$ cat src/rtl/background_tile_spawner.sv
`default_nettype none
// ============================================================================
// background_tile_spawner
//   Issues load pulses with a pseudo-random spawn X to a scrolling background
//   tile, gates its visibility during respawn and ramps the scroll speed.
//   Revision: 1.0
// ============================================================================
module background_tile_spawner #(
    parameter int          X_MIN          = 0,
    parameter int          X_RANGE_LOG2   = 9,
    parameter int          SPAWN_Y        = -64,
    parameter int          BASE_SPEED     = 64,
    parameter int          SPEED_STEP     = 8,
    parameter int          MAX_SPEED      = 512,
    parameter int          SPEEDUP_EVERY  = 4,
    parameter int          RESPAWN_FRAMES = 4,
    parameter logic [15:0] LFSR_SEED      = 16'hACE1
) (
    input  logic               clk,
    input  logic               resetN,
    input  logic               startOfFrame,
    input  logic               enable,
    input  logic               exceed,
    output logic               load,
    output logic signed [10:0] initialX,
    output logic signed [10:0] initialY,
    output logic               visible,
    output logic signed [31:0] speed,
    output logic [15:0]        respawnCount
);

    typedef enum logic [1:0] {
        IDLE = 2'd0,
        LOAD = 2'd1,
        HOLD = 2'd2,
        RUN  = 2'd3
    } state_t;

    state_t             state;
    state_t             state_next;
    logic [15:0]        lfsr;
    logic [15:0]        frame_cnt;
    logic [15:0]        ramp_cnt;
    logic               exceed_q;
    logic               lfsr_fb;
    logic               entering_load;
    logic [16:0]        ramp_inc;
    logic               ramp_hit;
    logic signed [31:0] speed_sum;

    assign lfsr_fb       = lfsr[15] ^ lfsr[13] ^ lfsr[12] ^ lfsr[10];
    assign entering_load = (state_next == LOAD);
    assign ramp_inc      = {1'b0, ramp_cnt} + 17'd1;
    assign ramp_hit      = (32'(ramp_inc) == SPEEDUP_EVERY);
    assign speed_sum     = speed + 32'(SPEED_STEP);

    always_comb begin
        state_next = state;
        case (state)
            IDLE: if (enable) state_next = LOAD;
            LOAD: state_next = HOLD;
            HOLD: begin
                if (RESPAWN_FRAMES == 0)
                    state_next = RUN;
                else if (startOfFrame && (32'(frame_cnt) == RESPAWN_FRAMES - 1))
                    state_next = RUN;
            end
            RUN:  if (exceed_q) state_next = LOAD;
            default: state_next = IDLE;
        endcase
        if (!enable)
            state_next = IDLE;
    end

    // exceed is registered once so a wrap seen at edge n reloads after edge n+1;
    // it is only captured while running so stale wraps never trigger a respawn.
    always_ff @(posedge clk or negedge resetN) begin
        if (!resetN) begin
            state        <= IDLE;
            lfsr         <= LFSR_SEED;
            frame_cnt    <= 16'd0;
            ramp_cnt     <= 16'd0;
            exceed_q     <= 1'b0;
            load         <= 1'b0;
            visible      <= 1'b0;
            initialX     <= 11'(X_MIN);
            initialY     <= 11'(SPAWN_Y);
            speed        <= 32'(BASE_SPEED);
            respawnCount <= 16'd0;
        end else begin
            lfsr     <= {lfsr[14:0], lfsr_fb};
            state    <= state_next;
            load     <= entering_load;
            visible  <= (state_next == RUN);
            exceed_q <= exceed && (state == RUN);
            if (entering_load) begin
                initialX  <= 11'(X_MIN) + 11'(lfsr[X_RANGE_LOG2-1:0]);
                initialY  <= 11'(SPAWN_Y);
                frame_cnt <= 16'd0;
                if (respawnCount != 16'hFFFF)
                    respawnCount <= respawnCount + 16'd1;
                if (ramp_hit) begin
                    ramp_cnt <= 16'd0;
                    speed    <= (speed_sum > MAX_SPEED) ? 32'(MAX_SPEED) : speed_sum;
                end else begin
                    ramp_cnt <= ramp_inc[15:0];
                end
            end else if (state == HOLD && startOfFrame) begin
                frame_cnt <= frame_cnt + 16'd1;
            end
        end
    end

endmodule
`default_nettype wire

$ cat config.mk
export PLATFORM = sky130hd
export DESIGN_NAME = background_tile_spawner
export DESIGN_NICKNAME = d
export VERILOG_FILES = /design/src/rtl/background_tile_spawner.sv
export SDC_FILE = /design/constraint.sdc
export NUM_CORES = 1
export LEC_CHECK = 0
export ABC_AREA = 1
export BUFFER_PORTS_ARGS = -buffer_cell sky130_fd_sc_hd__buf_2
export CAP_MARGIN = 40
export CORE_ASPECT_RATIO = 1.25
export CORE_UTILIZATION = 30
export CTS_CLUSTER_DIAMETER = 60
export DETAILED_ROUTE_END_ITERATION = 8
export HOLD_SLACK_MARGIN = 0.1
export PLACE_DENSITY = 0.52
export SLEW_MARGIN = 20
export SYNTH_ARGS = -nofsm -noshare
export SYNTH_HDL_FRONTEND = slang
export SYNTH_SLANG_ARGS = --single-unit
$ cat constraint.sdc
create_clock -name clk -period 2.2 [get_ports clk]
set_input_delay 0.33 -clock clk [delete_from_list [all_inputs] [get_ports clk]]
set_output_delay 0.33 -clock clk [all_outputs]
set_load 0.02 [all_outputs]
### Word level (Yosys, flattened, before mapping)

Index checks and enable logic that the tools add are counted.

| storage, ports and cells | value |
|---|---|
| flip-flop bits (word level) | 110 |
| latch bits | 0 |
| RAM bits | 0 |
| memory bits (read-only) | 0 |
| logic and storage cells | 41 |
| memories kept | 0 |

| cells by class | value |
|---|---|
| add/sub/neg operators | 4 |
| $mul | 0 |
| div/mod/pow operators | 0 |
| $lt $le $gt $ge | 1 |
| eq/ne operators | 8 |
| shift-type cells | 0 |
| multiplexer cells | 8 |
| bitwise operators | 3 |
| reductions and logical operators | 7 |

Operators with widths:

| kind | number |
|---|---|
| two-way mux 16 bit | 3 |
| adder 16 x 1 -> 16 bit (second input constant) | 2 |
| adder 32 x 5 -> 32 bit (second input constant) | 1 |
| greater-than comparator 32 x 11 -> 1 bit (second input constant) | 1 |
| two-way mux 32 bit | 1 |
| adder 16 x 1 -> 17 bit (second input constant) | 1 |
| equality test 17 x 3 -> 1 bit (second input constant) | 1 |
| equality test 16 x 2 -> 1 bit (second input constant) | 1 |
| != test 16 bit (second input constant) | 1 |
| one-hot mux 2 bit (4 select lines) | 1 |
| equality test 2 bit (second input constant) | 3 |
| two-way mux 2 bit | 3 |
| equality test 2 x 1 -> 1 bit (second input constant) | 2 |
| AND reduction 2 bit | 2 |
| logical AND 1 bit | 3 |
| XOR 1 bit | 3 |
| zero test 2 bit | 1 |
| nonzero test 2 bit | 1 |

### Longest topological paths before layout

Gate-level depths: netlist of the first run.

| logic depth | value |
|---|---|
| depth after elaboration | 7 |
| mapped depth | 17 |
| mapped depth without buffers | 17 |

### Least setup slack after synthesis of the first run

OpenSTA, ideal clock, no wires.

| path | value |
|---|---|
| kind | flip-flop to flip-flop |
| start | reg speed[3] |
| end | reg speed[30] |
| setup time | 0.065 ns |
| arrival | 2.066 ns |
| path slack | 0.069 ns |
| cell stages (with the launch flop) | 17 |
| path buffers | 1 |
| clock period less this slack | 2.131 ns |
| cell sequence | dfrtp_1 ha_1 nand2_2 nor2_4 nand2_4 nor2_8 nand2_1 nand2_1 nand2_1 nor2_1 nand2_1 nor2_2 nand3_2 nand2_4 buf_12 nand3_1 nand2_1 |

| on the way | value |
|---|---|
| word-level cells in the longest chain between the ends | 3 |

RTL lines:

| what | RTL line | text |
|---|---|---|
| start: declaration | 28 | `output logic signed [31:0] speed,` |
| start signal: assignment | 88 | `speed <= 32'(BASE_SPEED);` |
| start signal: assignment | 104 | `speed <= (speed_sum > MAX_SPEED) ? 32'(MAX_SPEED) : speed_sum;` |
| adder 32 x 5 -> 32 bit * | 55 | `assign speed_sum = speed + 32'(SPEED_STEP);` |
| greater-than comparator 32 x 11 -> 1 bit | 104 |  |
| two-way mux 32 bit * | 104 |  |

Mark *: on every way between the ends. The rest lies on a longest branch, timed or not.
A chain may end at the register's enable or synchronous reset.

### Final worst setup path of the first run

| path | value |
|---|---|
| start | reg speed[6] |
| end | reg speed[6] |

The elaborated chain is that of the path after synthesis.

==> out/results.tsv, run 1 <==
metric	value	unit
synthArstFlopShare	100	%
hp-class	primary input to flop	
violations	negative setup slack	
dieArea	20900	um2
p_int	3680	uW
fin_crit_sh	103	%
holdPathStages	3	
r2r_cells	13	
first_pass_iters	5	
area_growth	28.6	%
fp.dieH	161	um
rows	57	
arrival	2.57	ns
rsz0062_at_grt	yes	
seq_power_share	42.8	%
place_area	7050	um2
numCtsBuffers	9	
ys_ff_latch	107	
yosysMostFrequentCell	nand2_1	
clock.fmax	0.442	GHz
synthTopCellsByArea	dfrtp_1, nand2_1, inv_1, nand3_1, nor2_1	
pwr-share-comb	25.5	%
postLayoutSetupSlackWorst	-0.0650	ns
start_kind	flop	
required	2.51	ns
p_clk_share	31.7	%
post-route-util	39.7	%
synthCells	798	
power.density	715	nW/um2
drc	0	
num-nets-final	949	
drive_gt1_share	27.5	%
cellLeakagePower	0.00403	uW
crit_type	flop to flop	
cts-root-buf	clkbuf_16	
cp-end-kind	flop	
yosysSeqAreaShare	44.2	%
grt_max_degree	35	
core_area	19700	um2
final_antenna_net_count	0	
final_hold_viol_count	0	
p_sw_share	34.2	%
synthDominantCellAreaShare	40.3	%
finalCriticalPeriod	2.26	ns
io_buffers	60	
yosysUniqueCellTypes	38	
finalMaxSlewViolations	0	
place.gp.congestion	0.835	
grt_overflow_total	0	
avgSynthCellArea	7.63	um2
final-instance-count-excl-fill	1210	
htreeDepth	3	
syn_area	6090	um2
place_inst	1166	
design_area	7820	um2
power_switching	1910	uW
dp_hpwl	11.1	mm
clock_path_buffers	2	
synth_top_cells_by_count	nand2_1, dfrtp_1, inv_1	
avgRoutedWirePerCell	12.8	um
routed_wl	15.5	mm
cts.sinks	107	
antenna_found_initial	0	
clkSlewWorstSetupHoldPaths	0.08	ns
via_per_inst	4.46	
clk_latency	0.36	ns
grt_pass1_wl	24.9	mm
tritoncts	done	
maxCapViolCount	0	
setup_viol	22	
outcome	complete, but fails checks	
ios	77	
via_count	5396	
initial_core_util	30.9	%
grt_pass1_vias	5096	
grt_usage	15.2	%
synth.largest_area_cell	dfrtp_1	
diodes	0	
peakVddDrop	0.394	mV
die_w	129	um
drtIter0Drc	206	
synth-edff-count	0	
yosys_warnings	0	
ys.flop_type	dfrtp_1	
skew	0.00722	ns
path_max_fanout	7	
cell families after synthesis:
family	count (synthesis)	synth area share, %
AO/OA/AOI/OAI	41	3.54
other	2	0.123
AND/OR/NAND/NOR	477	36.2
XOR/XNOR	35	5.04
buffers and inverters	132	10.1
adder cells (fa/ha/maj)	4	0.822
flip-flops	107	44.2
final cells by class:
cell class                      count  area, um2
Clock buffer                        9        225
Multi-Input combinational cell    573       3010
Sequential cell                   107       2690
Tap cell                          265        332
Fill cell                        2067      11900
Timing Repair Buffer              148       1090
Clock inverter                      7       90.1
Inverter                          101        387
registers in the layout, summed over array words and instances (netlist names):
register	flops
exceed_q	1
frame_cnt	16
initialX	9
lfsr	16
load	1
ramp_cnt	16
respawnCount	16
speed	29
state	2
visible	1
worst max-delay path, cell delays in order, from the launching register on:
cell      delay, ns
dfstp_2        0.60
inv_2          0.07
nor2_4         0.19
nand3b_1       0.19
nor2_2         0.22
nand4_1        0.10
nand2_1        0.10
nand2_1        0.07
nor2_2         0.10
nand3_2        0.10
nand2_4        0.15
buf_4          0.17
nand3_1        0.08
nand2_1        0.08
layer usage:
layer / track usage (%) / vias up / wire (um)
met2: 27.0 / 101 / 7750
met1: 18.5 / 2501 / 7010
li1: - / 2773 / -
met4: 5.19 / 0 / 295
met3: 2.38 / 21 / 489
met5: 0 / - / 0
stage by stage:
| step | setup TNS [ns] | setup slack (ns) | hold WS, ns | total power [uW] |
|---|---|---|---|---|
| floorplan | 0 | 0.0693 | 0.0344 | 3250 |
| global placement | -0.840 | -0.0889 | 0.335 | 3740 |
| detailed placement | -1.72 | -0.0898 | 0.339 | 3740 |
| CTS | 0 | 0.00852 | 0.152 | 5560 |
| global route | -3.74 | -0.168 | 0.205 | 5950 |
| finish | -0.552 | -0.0650 | 0.167 | 5600 |
cell usage in the layout, fill, tap and decap left out, types with 10 or more instances in the layout:
cell type / n
buf_2: 59
xor2_1: 22
nand3_1: 51
nor2_2: 18
inv_1: 93
nand2_1: 241
clkbuf_16: 12
xnor2_1: 13
nor2_1: 58
nand4_1: 21
dfrtp_1: 96
o21ai_0: 24
nand2_2: 13
nand3b_1: 10
nor3_1: 19
conb_1: 16
nand3_2: 22
buf_4: 77
final timing paths:
path / slack (ns) / from / end
hold / removal: 0.17 / exceed / exceed_q
min in group asynchronous: 0.48 / resetN / frame_cnt[4]
hold reg to reg: 0.35 / lfsr[9] / lfsr[10]
setup / recovery: -0.06 / speed[6] / speed[6]
setup reg to reg: -0.06 / speed[6] / speed[6]
max in group asynchronous: 1.05 / resetN / speed[6]
power by group through the flow:
stage | clock network [uW] | logic [uW] | registers, uW
floorplan | 0 | 739 | 2510
global placement | 0 | 1320 | 2420
detailed placement | 0 | 1330 | 2420
CTS | 1830 | 1340 | 2390
global route | 1900 | 1610 | 2430
finish | 1780 | 1430 | 2400
repair_timing:
| item | in CTS | in global routing |
|---|---|---|
| gates cloned | 0 | 3 |
| hold buffers | 1 | 0 |
| setup buffers | 2 | 22 |
| endpoints found under the hold margin | 26 | 0 |
| gates resized for setup | 13 | 44 |
| endpoints found under the setup margin | 31 | 44 |
| pin swaps | 6 | 33 |
No activity file was read; power rests on OpenSTA's default activity.
==> run 2: changes to the inputs <==
--- a/config.mk
+++ b/config.mk
@@ -14,6 +14,7 @@
 export DETAILED_ROUTE_END_ITERATION = 8
 export HOLD_SLACK_MARGIN = 0.1
 export PLACE_DENSITY = 0.52
+export REMOVE_ABC_BUFFERS = 1
 export SLEW_MARGIN = 20
 export SYNTH_ARGS = -nofsm -noshare
 export SYNTH_HDL_FRONTEND = slang
==> run 2 against run 1 <==
Final cell count fell by 2.6%. Die area did not move. Core utilization fell by 1.4 points. Total power fell by 2.0%. Sequential cell count did not move. Via count fell by 2.0%. The flow still finishes with violations (negative setup slack). Worst hold slack improved by 0.014 ns. Clock skew rose by 0.0081 ns. Sequential share of layout area rose by 1.3 points. Largest cell class unchanged. Maximum frequency rose by 2.6%. Global-route usage fell by 0.50 points. Final area fell by 3.4%.
==> out/results.tsv, run 2 (synthesis results as in run 1) <==
metric	value	unit	change
hold_end	exceed_q		
p_int	3600	uW	-2.2%
via_count	5287		-2.0%
violations	negative setup slack		
timing.rr.start	speed[6]		
regMostFlops	speed		
final_hold_viol_count	0		unchanged
routed_wl	14.6	mm	-5.8%
clock_path_buffers	2		unchanged
clkSlewWorstSetupHoldPaths	0.09	ns	about the same
min-delay-start	exceed		
cpLargestDelayFamily	simple AND/OR/NAND/NOR gates		
start_kind	flop		
final_antenna_net_count	0		unchanged
peakVddDrop	0.383	mV	-2.9%
grt_pass1_vias	5111		+0.29%
pwr-share-comb	24.5	%	-1.0 points
numCtsBuffers	9		unchanged
ios	77		unchanged
io_buffers	60		unchanged
cts.sinks	107		unchanged
dieArea	20900	um2	unchanged
arrival	2.50	ns	-0.07 ns
hold_slack	0.181	ns	+0.0138 ns
place_area	6880	um2	-2.4%
htreeDepth	3		unchanged
power_switching	1890	uW	-1.5%
drive_gt1_share	24.9	%	-2.7 points
clock.fmax	0.453	GHz	+2.6%
cellLeakagePower	0.00380	uW	-5.5%
place_ws	-0.0115	ns	+0.0784 ns
critPathBufInv	3		+1
skew	0.0153	ns	+0.00806 ns
finalMaxSlewViolations	0		unchanged
via_per_inst	4.49		+0.64%
antenna_found_initial	0		unchanged
crit_type	flop to flop		
required	2.49	ns	-0.02 ns
power.density	726	nW/um2	+1.5%
area_growth	24.1	%	
r2r_cells	13		unchanged
final_common_cell	nand2_1		
most-common-layout-cells	nand2_1, inv_1, dfrtp_1		
hp-class	primary input to flop		
grt_overflow_total	0		unchanged
initial_core_util	30.9	%	unchanged
num-nets-final	917		-3.4%
max_stage_delay	0.59	ns	about the same
p_clk_share	31.7	%	about the same
design_area	7550	um2	-3.4%
core_area	19700	um2	unchanged
path_max_fanout	5		-2
rsz0062_at_grt	yes		
tns	-0.00708	ns	+0.545 ns
reg2reg_to	speed[27]		
diodes	0		unchanged
holdPathStages	3		unchanged
crit_cells	13		unchanged
die_w	129	um	unchanged
drc	0		unchanged
place_inst	1148		-1.5%
clk_latency	0.37	ns	about the same
r2r_setup_slack	-0.007	ns	+0.06 ns
largest_reg_flops	29		unchanged
cp_slowest_cell	dfstp_2		
p_sw_share	34.4	%	+0.18 points
grt_pass1_wl	24.3	mm	-2.6%
avgRoutedWirePerCell	12.4	um	-3.2%
drtIter0Drc	247		+20%
seq_power_share	43.9	%	+1.1 points
rows	57		unchanged
crit_path_cell_trace	inv_2 -> nor2_4 -> nand2_4 -> buf_4 -> xnor2_1 -> nor2_1 -> nand2_1 -> nor2_2 -> nand3_2 -> nand2_4 -> buf_4 -> nand3_1 -> nand2_1		
grt_max_degree	35		unchanged
final-instance-count-excl-fill	1178		-2.6%
dp_hpwl	10.9	mm	-1.8%
tritoncts	done		
cts-root-buf	clkbuf_16		
finalCriticalPeriod	2.21	ns	-0.0579 ns
fp.dieH	161	um	unchanged
cp-end-kind	flop		
maxCapViolCount	0		unchanged
grt_usage	14.7	%	-0.50 points
place.gp.congestion	0.853		+2.1%
outcome	complete, but fails checks		
first_pass_iters	4		-1
postLayoutSetupSlackWorst	-0.00708	ns	+0.0579 ns
fin_crit_sh	100	%	-2.6 points
setup_viol	1		-95%
run 2: cell types whose count changed in the layout (fill, tap and decap cells not counted), sizes merged:
cell / change
clkbuf: -2
clkinv: +1
buf: -30
clkinvlp: +2
inv: -3
run 2: how the worst max path moves through the flow:
stage / startpoint / end / slack [ns]
floorplan: frame_cnt[1] / speed[10] / -1.84
global placement: speed[12] / speed[15] / 0.003
detailed placement: speed[12] / speed[16] / -0.01
CTS: frame_cnt[1] / speed[16] / 0.01
global route: speed[6] / speed[19] / -0.15
finish: speed[6] / speed[27] / -0.007
run 2: repair_timing:
item / in CTS / in global routing
hold buffers: 1 / 0
cloned: 0 / 1
gates resized for setup: 5 / 56
setup buffers: 1 / 11
hold endpoints to repair: 25 / 0
setup endpoints to repair: 23 / 45
pin swaps: 2 / 13
run 2: power groups by stage:
stage | Sequential (uW) | Combinational, uW | Clock [uW]
after floorplan | 2510 | 699 | 0
after global placement | 2440 | 1220 | 0
after detailed placement | 2440 | 1230 | 0
after CTS | 2400 | 1230 | 1800
after global routing | 2440 | 1520 | 1870
final | 2410 | 1340 | 1740
run 2: worst reg2reg max path: cells and delay by family, from the launching register on:
kind / cells / cell delay, ns
AND/OR/NAND/NOR: 9 / 1.05
flip-flops: 1 / 0.59
XOR/XNOR: 1 / 0.15
buffers and inverters: 3 / 0.37
run 2: metal layers:
metal  wire length [um]  part of all wire (%)  vias to the layer above  GRT usage (%)
met5                  0                     0                        -              0
met4                341                   2.3                        0           5.94
met3                356                   2.4                       23           2.52
met2               7360                    50                       69           24.9
met1               6590                    45                     2488           18.5
li1                   -                     -                     2707              -
run 2: cell type report:
cell class	count	area (um2)
fillers	2104	12100
multi-input cells	573	3000
flip-flops and latches	107	2700
repair buffers	116	820
inverters	101	390
well taps	265	332
clock buffers	9	225
clock inverters	7	88.8
run 2: stage by stage:
| stage | total power [uW] | util [%] |
|---|---|---|
| detailed placement | 3660 | 35.0 |
| floorplan | 3210 | - |
| global route | 5840 | 38.4 |
| finish | 5490 | 38.4 |
| CTS | 5440 | 36.7 |
| global placement | 3660 | 35.0 |
==> run 3: changes to the inputs <==
--- a/config.mk
+++ b/config.mk
@@ -8,7 +8,6 @@
 export ABC_AREA = 1
 export BUFFER_PORTS_ARGS = -buffer_cell sky130_fd_sc_hd__buf_2
 export CAP_MARGIN = 40
-export CORE_ASPECT_RATIO = 1.25
 export CORE_UTILIZATION = 30
 export CTS_CLUSTER_DIAMETER = 60
 export DETAILED_ROUTE_END_ITERATION = 8
==> run 3 against run 2 <==
The flow still finishes with violations (negative setup slack). Final area rose by 3.9%. Total power rose by 0.12%. Setup slack got worse by 0.022 ns. Register-to-register slack got worse by 0.02 ns. Clock power fell by 5%. Worst hold slack improved by 0.057 ns. Via count rose by 1.2%. Non-clock buffer count rose by 23. Core utilization rose by 1.6 points. Die area barely moved. First-iteration DRC count rose by 13%. Sequential cell count did not move. Critical path type unchanged. Critical endpoint is now speed[5]. Largest power group unchanged.
==> out/results.tsv, run 3 (synthesis results as in run 1) <==
metric	value	unit	change
avgRoutedWirePerCell	12.8	um	+2.8%
cts-root-buf	clkbuf_16		
dieArea	20900	um2	about the same
grt_pass1_vias	4966		-2.8%
tns	-0.118	ns	-0.111 ns
via_count	5349		+1.2%
grt_pass1_wl	24.4	mm	+0.40%
r2r_setup_slack	-0.03	ns	-0.02 ns
timing.rr.start	speed[4]		
outcome	complete, but fails checks		
holdPathStages	3		unchanged
die_w	144	um	+12%
seq_power_share	43.8	%	about the same
place.gp.congestion	0.833		-2.3%
power.density	700	nW/um2	-3.7%
worst_pin_slew	0.580	ns	
clock.fmax	0.449	GHz	-0.98%
cts.sinks	107		unchanged
multiInputGateArea	3110	um2	+3.7%
fillers	2089		-0.71%
dp_hpwl	10.6	mm	-2.8%
tritoncts	done		
min-delay-start	exceed		
initial_core_util	31.0	%	+0.047 points
fin_crit_sh	101	%	+0.99 points
core_area	19700	um2	-0.15%
clock_path_buffers	2		unchanged
grt_overflow_total	0		unchanged
skew	0.0161	ns	+0.000847 ns
via_per_inst	4.45		-0.76%
start_kind	flop		
required	2.49	ns	about the same
arrival	2.52	ns	+0.02 ns
final_common_cell	nand2_1		
final-seq-area	2690	um2	-0.23%
first_pass_iters	6		+2
rsz0062_at_grt	yes		
crit_type	flop to flop		
hold_end	exceed_q		
finalCriticalPeriod	2.23	ns	+0.0219 ns
p_sw_share	35.2	%	+0.83 points
clk_latency	0.36	ns	about the same
maxCapViolCount	0		unchanged
setup_viol	9		+8
final_antenna_net_count	0		unchanged
fp.dieH	144	um	-10%
power_switching	1930	uW	+2.6%
hp-class	primary input to flop		
drc	0		unchanged
peakVddDrop	0.432	mV	+13%
finalMaxSlewViolations	0		unchanged
antenna_found_initial	0		unchanged
cellLeakagePower	0.00398	uW	+4.7%
postLayoutSetupSlackWorst	-0.0290	ns	-0.0219 ns
diodes	0		unchanged
ios	77		unchanged
grt_max_degree	108		+210%
cp-end-kind	flop		
power	5490	uW	+0.12%
area_growth	29.0	%	
largest_reg_flops	29		unchanged
io_buffers	60		unchanged
violations	negative setup slack		
htreeDepth	3		unchanged
reg2reg_to	speed[5]		
num-nets-final	940		+2.5%
regMostFlops	speed		
numCtsBuffers	9		unchanged
most-common-layout-cells	nand2_1, dfrtp_1, inv_1		
rows	51		-11%
drive_gt1_share	27.9	%	+3.0 points
maxSlewHeadroom	61.3	%	
clkSlewWorstSetupHoldPaths	0.08	ns	about the same
pwr-share-comb	25.9	%	+1.4 points
grt_usage	15.0	%	+0.22 points
final_hold_viol_count	0		unchanged
path_max_fanout	8		+3
p_int	3560	uW	-1.2%
drtIter0Drc	279		+13%
routed_wl	15.4	mm	+4.8%
p_clk_share	30.3	%	-1.4 points
r2r_cells	17		+4
[run 3: changes by cell type in the layout (fill, tap and decap cells not counted), sizes merged]
cell | previous run | this run
bufinv | 1 | 0
clkbuf | 10 | 12
clkinvlp | 2 | 1
buf | 114 | 136
inv | 104 | 105
[run 3: cell type report]
cell class	instances	share of cell area [%]
tap	265	4.22
clock inverter	6	0.781
sequential	107	34.3
timing repair buffer	139	13.0
clock buffer	10	3.04
inverter	101	4.99
multi-input combinational	573	39.6
[run 3: power by group through the flow]
| stage | sequential, uW | clock (uW) | combinational (uW) |
|---|---|---|---|
| 3_3_place_gp | 2420 | 0 | 1270 |
| 2_1_floorplan | 2510 | 0 | 699 |
| 6_report | 2410 | 1660 | 1420 |
| 5_1_grt | 2440 | 1800 | 1590 |
| 4_1_cts | 2390 | 1730 | 1280 |
| 3_5_place_dp | 2420 | 0 | 1280 |
[run 3: stage by stage]
stage	utilization, %	std cells	cell area, um2	setup WS (ns)	hold WS, ns
after global routing	39.9	1201	7850	-0.183	0.239
after CTS	37.3	1177	7320	0.00267	0.226
final	39.9	1201	7850	-0.0290	0.238
after floorplan	-	781	5900	-1.84	0.0344
after global placement	35.7	1160	7010	-0.0250	0.335
after detailed placement	35.7	1160	7010	-0.0353	0.346
[run 3: how the worst max path moves through the flow]
| stage | startpoint | endpoint |
|---|---|---|
| after floorplan | frame_cnt[1] | speed[10] |
| after global placement | ramp_cnt[0] | speed[26] |
| after detailed placement | ramp_cnt[0] | speed[25] |
| after CTS | speed[6] | speed[7] |
| after global routing | speed[6] | speed[5] |
| final | speed[4] | speed[5] |
[run 3: repair_timing]
| action | in CTS | in global routing |
|---|---|---|
| hold endpoints to repair | 87 | 0 |
| setup buffers | 0 | 21 |
| gates resized for setup | 1 | 76 |
| hold buffers | 1 | 0 |
| pin swaps | 1 | 37 |
| setup endpoints to repair | 28 | 43 |
| gates cloned | 0 | 3 |
[run 3: worst max-delay path, cell delays in order (launching register included)]
cell and delay (ns):
dfrtp_1 0.39, ha_4 0.18, nand2_4 0.06, nor2_4 0.17
nand2_4 0.10, nor2_8 0.12, buf_4 0.12, nand2_1 0.04
nand2_1 0.06, nand2_1 0.07, nor2_1 0.09, nand2_1 0.06
nor2_2 0.12, nand3_2 0.10, nand2_4 0.17, clkbuf_16 0.19
nand3_2 0.06, nand2_1 0.06
[run 3: metal layers]
metal	global-route usage, %	share of wire (%)	routed length, um	vias to the layer above
met1	21.2	50	7640	2522
met4	4.16	0.99	152	0
met5	0	0	0	-
li1	-	-	-	2754
met3	2.48	2.4	372	12
met2	23.4	47	7190	61
